==> src/rtl/systolic_matmul_stream.sv <==
// -----------------------------------------------------------------------------
// systolic_matmul_stream
//
// Output-stationary N x N systolic matrix multiplier, C = A x B.
// Operands are fetched from two single-cycle-latency memory read ports
// starting at caller-supplied base addresses. Results leave as a raster-order
// (row-major) stream with valid/ready handshake.
//
// Sequence: IDLE -> FETCH (N+1 cycles) -> COMPUTE (3N-2 cycles)
//           -> DRAIN (N*N accepted beats) -> DONE (1 cycle) -> IDLE
//
// Optional feature: define SYSTOLIC_SAT_EN to make every accumulate step
// saturate (signed or unsigned range) and raise the sticky sat_flag.
// Without it accumulators wrap and sat_flag is tied low.
//
// Ports:
//   clk, rst_n        clock, synchronous active-low reset
//   start             begin an operation (sampled only in IDLE)
//   signed_mode       1 = two's-complement operands (captured at start)
//   a_base, b_base    operand base addresses (captured at start)
//   a_addr / a_rdata  A column k at a_base+k; element r at [r*DW +: DW]
//   b_addr / b_rdata  B row k at b_base+k;    element c at [c*DW +: DW]
//   res_valid/ready   result stream handshake
//   res_data          C[res_row][res_col]
//   res_last          final beat, C[N-1][N-1]
//   busy              high in every state except IDLE
//   done              one-cycle pulse in DONE
//   sat_flag          sticky saturation indicator, cleared at start
// -----------------------------------------------------------------------------
module systolic_matmul_stream #(
  parameter int N          = 3,
  parameter int DATA_WIDTH = 8,
  parameter int ACC_WIDTH  = 20,
  parameter int ADDR_WIDTH = 4,
  localparam int IDX_W     = (N > 1) ? $clog2(N) : 1
) (
  input  logic                    clk,
  input  logic                    rst_n,
  input  logic                    start,
  input  logic                    signed_mode,
  input  logic [ADDR_WIDTH-1:0]   a_base,
  input  logic [ADDR_WIDTH-1:0]   b_base,
  output logic [ADDR_WIDTH-1:0]   a_addr,
  input  logic [N*DATA_WIDTH-1:0] a_rdata,
  output logic [ADDR_WIDTH-1:0]   b_addr,
  input  logic [N*DATA_WIDTH-1:0] b_rdata,
  output logic                    res_valid,
  input  logic                    res_ready,
  output logic [ACC_WIDTH-1:0]    res_data,
  output logic [IDX_W-1:0]        res_row,
  output logic [IDX_W-1:0]        res_col,
  output logic                    res_last,
  output logic                    busy,
  output logic                    done,
  output logic                    sat_flag
);

  localparam int PW    = 2 * DATA_WIDTH;
  localparam int CNT_W = $clog2(3 * N + 1);
  localparam logic [CNT_W-1:0] FETCH_LAST = CNT_W'(N);
  localparam logic [CNT_W-1:0] ADDR_LAST  = CNT_W'(N - 1);
  localparam logic [CNT_W-1:0] COMP_LAST  = CNT_W'(3 * N - 3);
  localparam logic [IDX_W-1:0] IDX_LAST   = IDX_W'(N - 1);

  typedef enum logic [2:0] {IDLE, FETCH, COMPUTE, DRAIN, DONE} state_t;

  state_t                  state_reg;
  logic [CNT_W-1:0]        cnt_reg;
  logic                    sm_reg;
  logic [N*DATA_WIDTH-1:0] a_buf_reg [N];   // word k = column k of A
  logic [N*DATA_WIDTH-1:0] b_buf_reg [N];   // word k = row k of B
  logic [DATA_WIDTH-1:0]   a_pipe_reg [N][N];
  logic [DATA_WIDTH-1:0]   b_pipe_reg [N][N];
  logic [ACC_WIDTH-1:0]    acc_reg [N][N];

  logic [DATA_WIDTH-1:0]   a_left [N];
  logic [DATA_WIDTH-1:0]   b_top [N];
  logic [DATA_WIDTH-1:0]   a_fwd [N][N];
  logic [DATA_WIDTH-1:0]   b_fwd [N][N];
  logic [ACC_WIDTH-1:0]    acc_next [N][N];
  logic [CNT_W-1:0]        cap_cnt;
  logic [IDX_W-1:0]        nxt_row, nxt_col;

  assign cap_cnt = cnt_reg - CNT_W'(1);
  assign nxt_col = (res_col == IDX_LAST) ? '0 : res_col + IDX_W'(1);
  assign nxt_row = (res_col == IDX_LAST) ? res_row + IDX_W'(1) : res_row;

  // Edge injection: row i of A and column i of B both enter i cycles late,
  // so both use element index k = cnt - i inside the window [i, i+N).
  for (genvar gi = 0; gi < N; gi++) begin : g_edge
    logic [CNT_W-1:0] k_idx;
    logic             win;
    assign k_idx = cnt_reg - CNT_W'(gi);
    assign win   = (cnt_reg >= CNT_W'(gi)) && (cnt_reg < CNT_W'(gi + N));
    assign a_left[gi] = win ? a_buf_reg[k_idx[IDX_W-1:0]][gi*DATA_WIDTH +: DATA_WIDTH] : '0;
    assign b_top[gi]  = win ? b_buf_reg[k_idx[IDX_W-1:0]][gi*DATA_WIDTH +: DATA_WIDTH] : '0;
  end

`ifdef SYSTOLIC_SAT_EN
  logic [N*N-1:0] pe_sat;
  logic           sat_flag_reg;
  assign sat_flag = sat_flag_reg;
`else
  assign sat_flag = 1'b0;
`endif

  for (genvar gi = 0; gi < N; gi++) begin : g_row
    for (genvar gj = 0; gj < N; gj++) begin : g_col
      logic [DATA_WIDTH-1:0] a_in, b_in;
      logic [PW-1:0]         a_x, b_x, prod;
      logic [ACC_WIDTH-1:0]  prod_x;

      if (gj == 0) begin : g_a_edge
        assign a_in = a_left[gi];
      end else begin : g_a_pipe
        assign a_in = a_pipe_reg[gi][gj-1];
      end
      if (gi == 0) begin : g_b_edge
        assign b_in = b_top[gj];
      end else begin : g_b_pipe
        assign b_in = b_pipe_reg[gi-1][gj];
      end

      assign a_fwd[gi][gj] = a_in;
      assign b_fwd[gi][gj] = b_in;

      // The low 2*DW bits of the product of extended operands are exact in
      // both signed and unsigned interpretation.
      assign a_x  = {{DATA_WIDTH{sm_reg & a_in[DATA_WIDTH-1]}}, a_in};
      assign b_x  = {{DATA_WIDTH{sm_reg & b_in[DATA_WIDTH-1]}}, b_in};
      assign prod = a_x * b_x;

      if (ACC_WIDTH > PW) begin : g_ext
        assign prod_x = {{(ACC_WIDTH-PW){sm_reg & prod[PW-1]}}, prod};
      end else begin : g_noext
        assign prod_x = prod;
      end

`ifdef SYSTOLIC_SAT_EN
      // One guard bit exposes overflow: signed overflow when the guard and
      // sign bits disagree, unsigned overflow on carry-out.
      logic [ACC_WIDTH:0] sum_w;
      logic               ovf;
      assign sum_w = {sm_reg & acc_reg[gi][gj][ACC_WIDTH-1], acc_reg[gi][gj]}
                   + {sm_reg & prod_x[ACC_WIDTH-1], prod_x};
      assign ovf   = sm_reg ? (sum_w[ACC_WIDTH] ^ sum_w[ACC_WIDTH-1]) : sum_w[ACC_WIDTH];
      assign pe_sat[gi*N+gj] = ovf;
      assign acc_next[gi][gj] = !ovf ? sum_w[ACC_WIDTH-1:0] :
                                !sm_reg ? {ACC_WIDTH{1'b1}} :
                                sum_w[ACC_WIDTH] ? {1'b1, {(ACC_WIDTH-1){1'b0}}} :
                                                   {1'b0, {(ACC_WIDTH-1){1'b1}}};
`else
      assign acc_next[gi][gj] = acc_reg[gi][gj] + prod_x;
`endif
    end
  end

  always_ff @(posedge clk) begin
    if (!rst_n) begin
      state_reg <= IDLE;
      cnt_reg   <= '0;
      sm_reg    <= 1'b0;
      a_addr    <= '0;
      b_addr    <= '0;
      res_valid <= 1'b0;
      res_data  <= '0;
      res_row   <= '0;
      res_col   <= '0;
      res_last  <= 1'b0;
      busy      <= 1'b0;
      done      <= 1'b0;
`ifdef SYSTOLIC_SAT_EN
      sat_flag_reg <= 1'b0;
`endif
      for (int i = 0; i < N; i++) begin
        a_buf_reg[i] <= '0;
        b_buf_reg[i] <= '0;
        for (int j = 0; j < N; j++) begin
          acc_reg[i][j]    <= '0;
          a_pipe_reg[i][j] <= '0;
          b_pipe_reg[i][j] <= '0;
        end
      end
    end else begin
      done <= 1'b0;
      case (state_reg)
        IDLE: begin
          if (start) begin
            sm_reg    <= signed_mode;
            a_addr    <= a_base;
            b_addr    <= b_base;
            cnt_reg   <= '0;
            busy      <= 1'b1;
`ifdef SYSTOLIC_SAT_EN
            sat_flag_reg <= 1'b0;
`endif
            state_reg <= FETCH;
          end
        end
        FETCH: begin
          // Read data lags the address by one cycle: capture word cnt-1.
          if (cnt_reg != '0) begin
            a_buf_reg[cap_cnt[IDX_W-1:0]] <= a_rdata;
            b_buf_reg[cap_cnt[IDX_W-1:0]] <= b_rdata;
          end
          if (cnt_reg == FETCH_LAST) begin
            cnt_reg   <= '0;
            state_reg <= COMPUTE;
            for (int i = 0; i < N; i++) begin
              for (int j = 0; j < N; j++) begin
                acc_reg[i][j]    <= '0;
                a_pipe_reg[i][j] <= '0;
                b_pipe_reg[i][j] <= '0;
              end
            end
          end else begin
            cnt_reg <= cnt_reg + CNT_W'(1);
            if (cnt_reg < ADDR_LAST) begin
              a_addr <= a_addr + ADDR_WIDTH'(1);
              b_addr <= b_addr + ADDR_WIDTH'(1);
            end else begin
              a_addr <= '0;
              b_addr <= '0;
            end
          end
        end
        COMPUTE: begin
          for (int i = 0; i < N; i++) begin
            for (int j = 0; j < N; j++) begin
              acc_reg[i][j]    <= acc_next[i][j];
              a_pipe_reg[i][j] <= a_fwd[i][j];
              b_pipe_reg[i][j] <= b_fwd[i][j];
            end
          end
`ifdef SYSTOLIC_SAT_EN
          if (|pe_sat) sat_flag_reg <= 1'b1;
`endif
          if (cnt_reg == COMP_LAST) begin
            // C[0][0] finished long ago; only the corner PE can still be
            // adding a non-zero term, so acc_next is the settled value.
            cnt_reg   <= '0;
            state_reg <= DRAIN;
            res_valid <= 1'b1;
            res_data  <= acc_next[0][0];
            res_row   <= '0;
            res_col   <= '0;
            res_last  <= (N == 1);
          end else begin
            cnt_reg <= cnt_reg + CNT_W'(1);
          end
        end
        DRAIN: begin
          if (res_ready) begin
            if (res_last) begin
              res_valid <= 1'b0;
              res_last  <= 1'b0;
              res_data  <= '0;
              res_row   <= '0;
              res_col   <= '0;
              done      <= 1'b1;
              state_reg <= DONE;
            end else begin
              res_row  <= nxt_row;
              res_col  <= nxt_col;
              res_data <= acc_reg[nxt_row][nxt_col];
              res_last <= (nxt_row == IDX_LAST) && (nxt_col == IDX_LAST);
            end
          end
        end
        DONE: begin
          busy      <= 1'b0;
          state_reg <= IDLE;
        end
        default: state_reg <= IDLE;
      endcase
    end
  end

endmodule

==> config.mk <==
export PLATFORM = sky130hd
export DESIGN_NAME = systolic_matmul_stream
export DESIGN_NICKNAME = d
export VERILOG_FILES = /design/src/rtl/systolic_matmul_stream.sv
export SDC_FILE = /design/constraint.sdc
export NUM_CORES = 2
export LEC_CHECK = 0
export ABC_AREA = 1
export CORE_MARGIN = 5
export CORE_UTILIZATION = 50
export CTS_CLUSTER_SIZE = 28
export DETAILED_ROUTE_END_ITERATION = 10
export MAX_ROUTING_LAYER = met4
export PLACE_DENSITY = 0.71
export SYNTH_ARGS = -nofsm -noshare
export SYNTH_HDL_FRONTEND = slang
export SYNTH_SLANG_ARGS = --single-unit
==> constraint.sdc <==
create_clock -name clk -period 24.7 [get_ports clk]
set_clock_uncertainty 0.2 [all_clocks]
set_input_delay 6.175 -clock clk [delete_from_list [all_inputs] [get_ports clk]]
set_output_delay 6.175 -clock clk [all_outputs]
set_load 0.02 [all_outputs]
Word-level counts from Yosys, hierarchy flattened. Memories as Yosys holds them, arrays and structs flattened. A register that Yosys moved wholly into a read port is not among the register bits. Cells that the tools add are included.

Add/subtract/negate cells: 16. Multiply operators: 9. Div/mod/pow operators: 0. $lt $le $gt $ge: 8. Equality and inequality tests: 15. Shifts and indexed selects: 0. Muxes and demuxes: 127. Bitwise operators: 82. Reductions and logical operators: 20.

Operators by type and width (number): $mux 20 (23); $mux 8 (42); $add 20x20->20 (9); $mul 9x9->16 (9); $or 1x1->1 (54); $mux 24 (2); $reduce_or 24->1 (2); $bmux 20 s2 (1); $pmux 20 s2 (1); $mux 4 (9); $and 1x1->1 (27); $mux 2 (13); $mux 1 (22); $pmux 4 s2 (2); $mux 3 (5); $add 4x1->4 const B (3); $ne 2x2->1 const B (6); $pmux 3 s4 (1); $pmux 4 s3 (1); $reduce_and 3->1 (3); $ge 4x1->1 const B (2); $lt 4x2->1 const B (2); $lt 4x3->1 const B (2); $pmux 2 s2 (2); other kinds (21) (34).

Register bits: 44. Latch bits: 0. Bits in writable memories: 468. Bits in read-only memories: 0. Output and inout port bits: 37. Word-level logic and storage cells: 294. Memories: 5.

Memory list: acc_reg (depth 3, width 60, rd ports 4, clocked after Yosys merged registers in 0, write ports 3, line 74) `logic [ACC_WIDTH-1:0] acc_reg [N][N];`; a_buf_reg (depth 3, width 24, rd ports 3, clocked after Yosys merged registers in 1, write ports 3, line 70) `logic [N*DATA_WIDTH-1:0] a_buf_reg [N];`; a_pipe_reg (depth 3, width 24, rd ports 3, clocked after Yosys merged registers in 0, write ports 3, line 72) `logic [DATA_WIDTH-1:0] a_pipe_reg [N][N];`; b_buf_reg (depth 3, width 24, rd ports 3, clocked after Yosys merged registers in 1, write ports 3, line 71) `logic [N*DATA_WIDTH-1:0] b_buf_reg [N];`; b_pipe_reg (depth 3, width 24, rd ports 2, clocked after Yosys merged registers in 0, write ports 3, line 73) `logic [DATA_WIDTH-1:0] b_pipe_reg [N][N];`.

Depth between registers and ports, before layout.
Word-level depth: 9. Depth in mapped cells: 45. Gate-level depth less buffers: 40.

Least setup slack after synthesis. No wires, ideal clock.

Kind: input-to-reg. Start point: input rst_n. End point: memory a_pipe_reg[0][10] (netlist name) (enable). Library setup time: 2.344 ns. Arrival: 11.745 ns. Data required time: 22.156 ns. Path slack: 10.411 ns. Stages: 3. Cells stage by stage: clkbuf_1 clkbuf_1 nand3_1.

RTL lines: from (decl) (line 38) `input logic rst_n,`; to (decl) (line 72).

==> flow_summary.yaml <==
status:
  status: "complete, no violations"
synth:
  synth_top_area_cell: "edfxtp_1"
  synth_fp_nets: 7390
  yosys-top-cells-area: "edfxtp_1, fa_1, ha_1"
  synth-edff-count: 468
  synthFlopType: "edfxtp_1"
  synthCells: 6282
  yosysWarningCount: 0
  synth.distinct_cells: 67
  ys_async_sr_fraction: 0
  syn_area_sq_um: 53440
  ys_ff_latch: 514
  yosysTopAreaCellShare: 0.2630
  seq_area_frac_synth: 0.2802
  synth_area_per_cell_sq_um: 8.507
detailed_routing:
  route.detailed.drc: 0
  wl_mm: 142.4
  ant_nets: 0
  wl_per_cell_microns: 18.45
  dr.pass1.iters: 6
  avgViaCountPerCell: 5.436
  drtIter0Drc: 3769
  vias: 41950
clock_network:
  cts_sinks: 514
  cts_buffers: 56
  post_cts_buffers: 0
  post_cts_resized: 0
  root_buffer: "clkbuf_16"
  clk_path_buf_depth: 3
  cts_tree: "built"
  cts.htree.levels: 2
  clk_pin_slew_ns: 0.06
  postCtsHoldBufs: 0
  clk_latency_ns: 0.65
pwr:
  p_seq_frac: 0.183
  vdd_ir_drop_max_mv: 0.2333
  p_sw_mw: 4.242
  combPwrFrac: 0.705
  pwr-share-clk: 0.113
  power_density_nw_per_um2: 136.1
  swShare: 0.5419
  intPower_mw: 3.587
  p_leak_nw: 27.92
floorplanning:
  fp-row-count: 120
  core-area_sq_um: 106600
  start_util: 0.5013
  die_w_microns: 336.9
  num_io_pins: 98
  dieArea_sq_um: 113500
  fp.dieH_microns: 336.9
placement:
  portBuffers: 96
  dp_cells: 7615
  dpl.hpwl_mm: 113.1
  gp_congestion: 0.9983
  dpl_cell_area_sq_um: 55640
layout:
  num-fill-cells: 9704
  finalNetCount: 7378
  largest_register_ffs: 180
  syn2layout_area_growth_pct: 7.651
  fin_area_sq_um: 57530
  drive_gt1_frac: 0.03168
  antenna-diode-count: 0
  fin_cells: 7717
sta:
  final.min_clock_period_ns: 9.710
  finalCritPeriodShare: 0.3931
  hold_violations: 0
  slew_viol_final: 0
  setup_tns_ns: 0
  setup_violations: 0
  slew_headroom: 0.2208
  rsz0062_at_grt: "false"
  worst_slew_pin_slew_ns: 1.160
  max_freq_ghz: 0.1030
worst_setup_path:
  crit_path_end_kind: "flop"
  crit_slowest_cell: "nand2_2"
  max_stage_delay_ns: 0.74
  regToRegStartpoint: "cnt_reg[1]$_SDFFE_PN0P_"
  crit_path_start_kind: "input port"
  required_ns: 24.79
  path_max_fanout: 49
  path_cells: "buf_2, buf_4, inv_1, a211oi_1, nand2_2, nand2_2, buf_4"
  criticalPathCategory: "input port to flop"
  cp-startpoint: "rst_n"
  arrival_ns: 9.80
global_routing:
  grt_pass1_wl_mm: 225.7
  grt_overflow: 0
  grt_pass1_vias: 41860
  grt_max_degree: 85
  antenna_found_initial: 1
  grtUsageTotal: 0.2583
run:
  cap_violations: 0
hold_path:
  min_path_type: "flop to flop"
  min-delay-start: "res_data[18]$_SDFFE_PN0P_"
logic make-up after synthesis:
family,after synthesis,synth area share
xor+xnor,159,0.02606
compound gates,968,0.1018
flops,514,0.2802
mux,1,0.0001873
fa+ha+maj,1047,0.3260
buf+inv,1489,0.1057
other cells,1,0.00007017
simple gates,2103,0.1599
Yosys cell counts (30+ instances only):
library cell / count
nor3_1: 33
inv_1: 1271
dfxtp_1: 46
o21ai_0: 276
o21bai_1: 30
nand3_1: 170
o22ai_1: 65
clkbuf_1: 163
nand2_1: 1060
xor2_1: 85
fa_1: 576
a21oi_1: 426
ha_1: 471
o21a_1: 40
xnor2_1: 74
edfxtp_1: 468
nor2_1: 735
path summary, 6_finish.rpt:
path              slack (ns)  cells past startpoint                             end
setup reg to reg       15.03                     37    acc_reg[2][59]$_SDFFCE_PN0P_
hold / removal          0.34                      2       res_data[18]$_SDFFE_PN0P_
setup / recovery       14.99                      7  a_buf_reg[2][17]$_SDFFCE_PN0P_
hold reg to reg         0.34                      2       res_data[18]$_SDFFE_PN0P_
power groups by stage:
stage	clock network (mW)	logic, mW	registers, mW
2_1_floorplan	0	4.05	1.30
3_3_place_gp	0	5.34	1.43
3_5_place_dp	0	5.45	1.44
4_1_cts	0.887	5.51	1.42
5_1_grt	0.925	6.26	1.44
6_report	0.881	5.52	1.43
critical path, delay by kind of cell:
family	cells	cell delay, ns
buf+inv	4	1.53
simple gates	2	1.44
compound gates	1	0.60
area by class of cell:
cell class	count	area, sq um	share of cell area
clock buffer	74	1563	0.02716
timing repair buffer	124	1166	0.02027
multi-input combinational	4279	32880	0.5715
clock inverter	28	324.1	0.005633
tap	1403	1755	0.03051
sequential	514	14980	0.2603
inverter	1295	4868	0.08462
layout by cell type (no fill, tap or decap), types with 95 or more instances in the layout:
cell	count
a21oi_1	425
clkdlybuf4s50_1	95
edfxtp_1	468
fa_1	576
ha_1	471
inv_1	1270
nand2_1	1054
nand3_1	168
nor2_1	734
o21ai_0	276
stage by stage:
stage               hold slack, ns  total power [mW]    util  worst slack (ns)
finish                      0.3359             7.829  0.5397             14.99
global route                0.3595             8.628  0.5397             14.29
CTS                         0.3206             7.813  0.5397             15.01
detailed placement          0.3121             6.890  0.5220             14.33
global placement            0.2954             6.776  0.5220             14.43
floorplan                   0.2775             5.352       -             10.41
routing by layer:
metal	share of wire	global-route usage	up-vias
met5	0	-	-
met4	0.040	0.08580	0
met3	0.075	0.03288	232
met2	0.47	0.4250	1533
met1	0.41	0.3341	20270
li1	-	-	19920
Power figures use the tool's default switching activity.
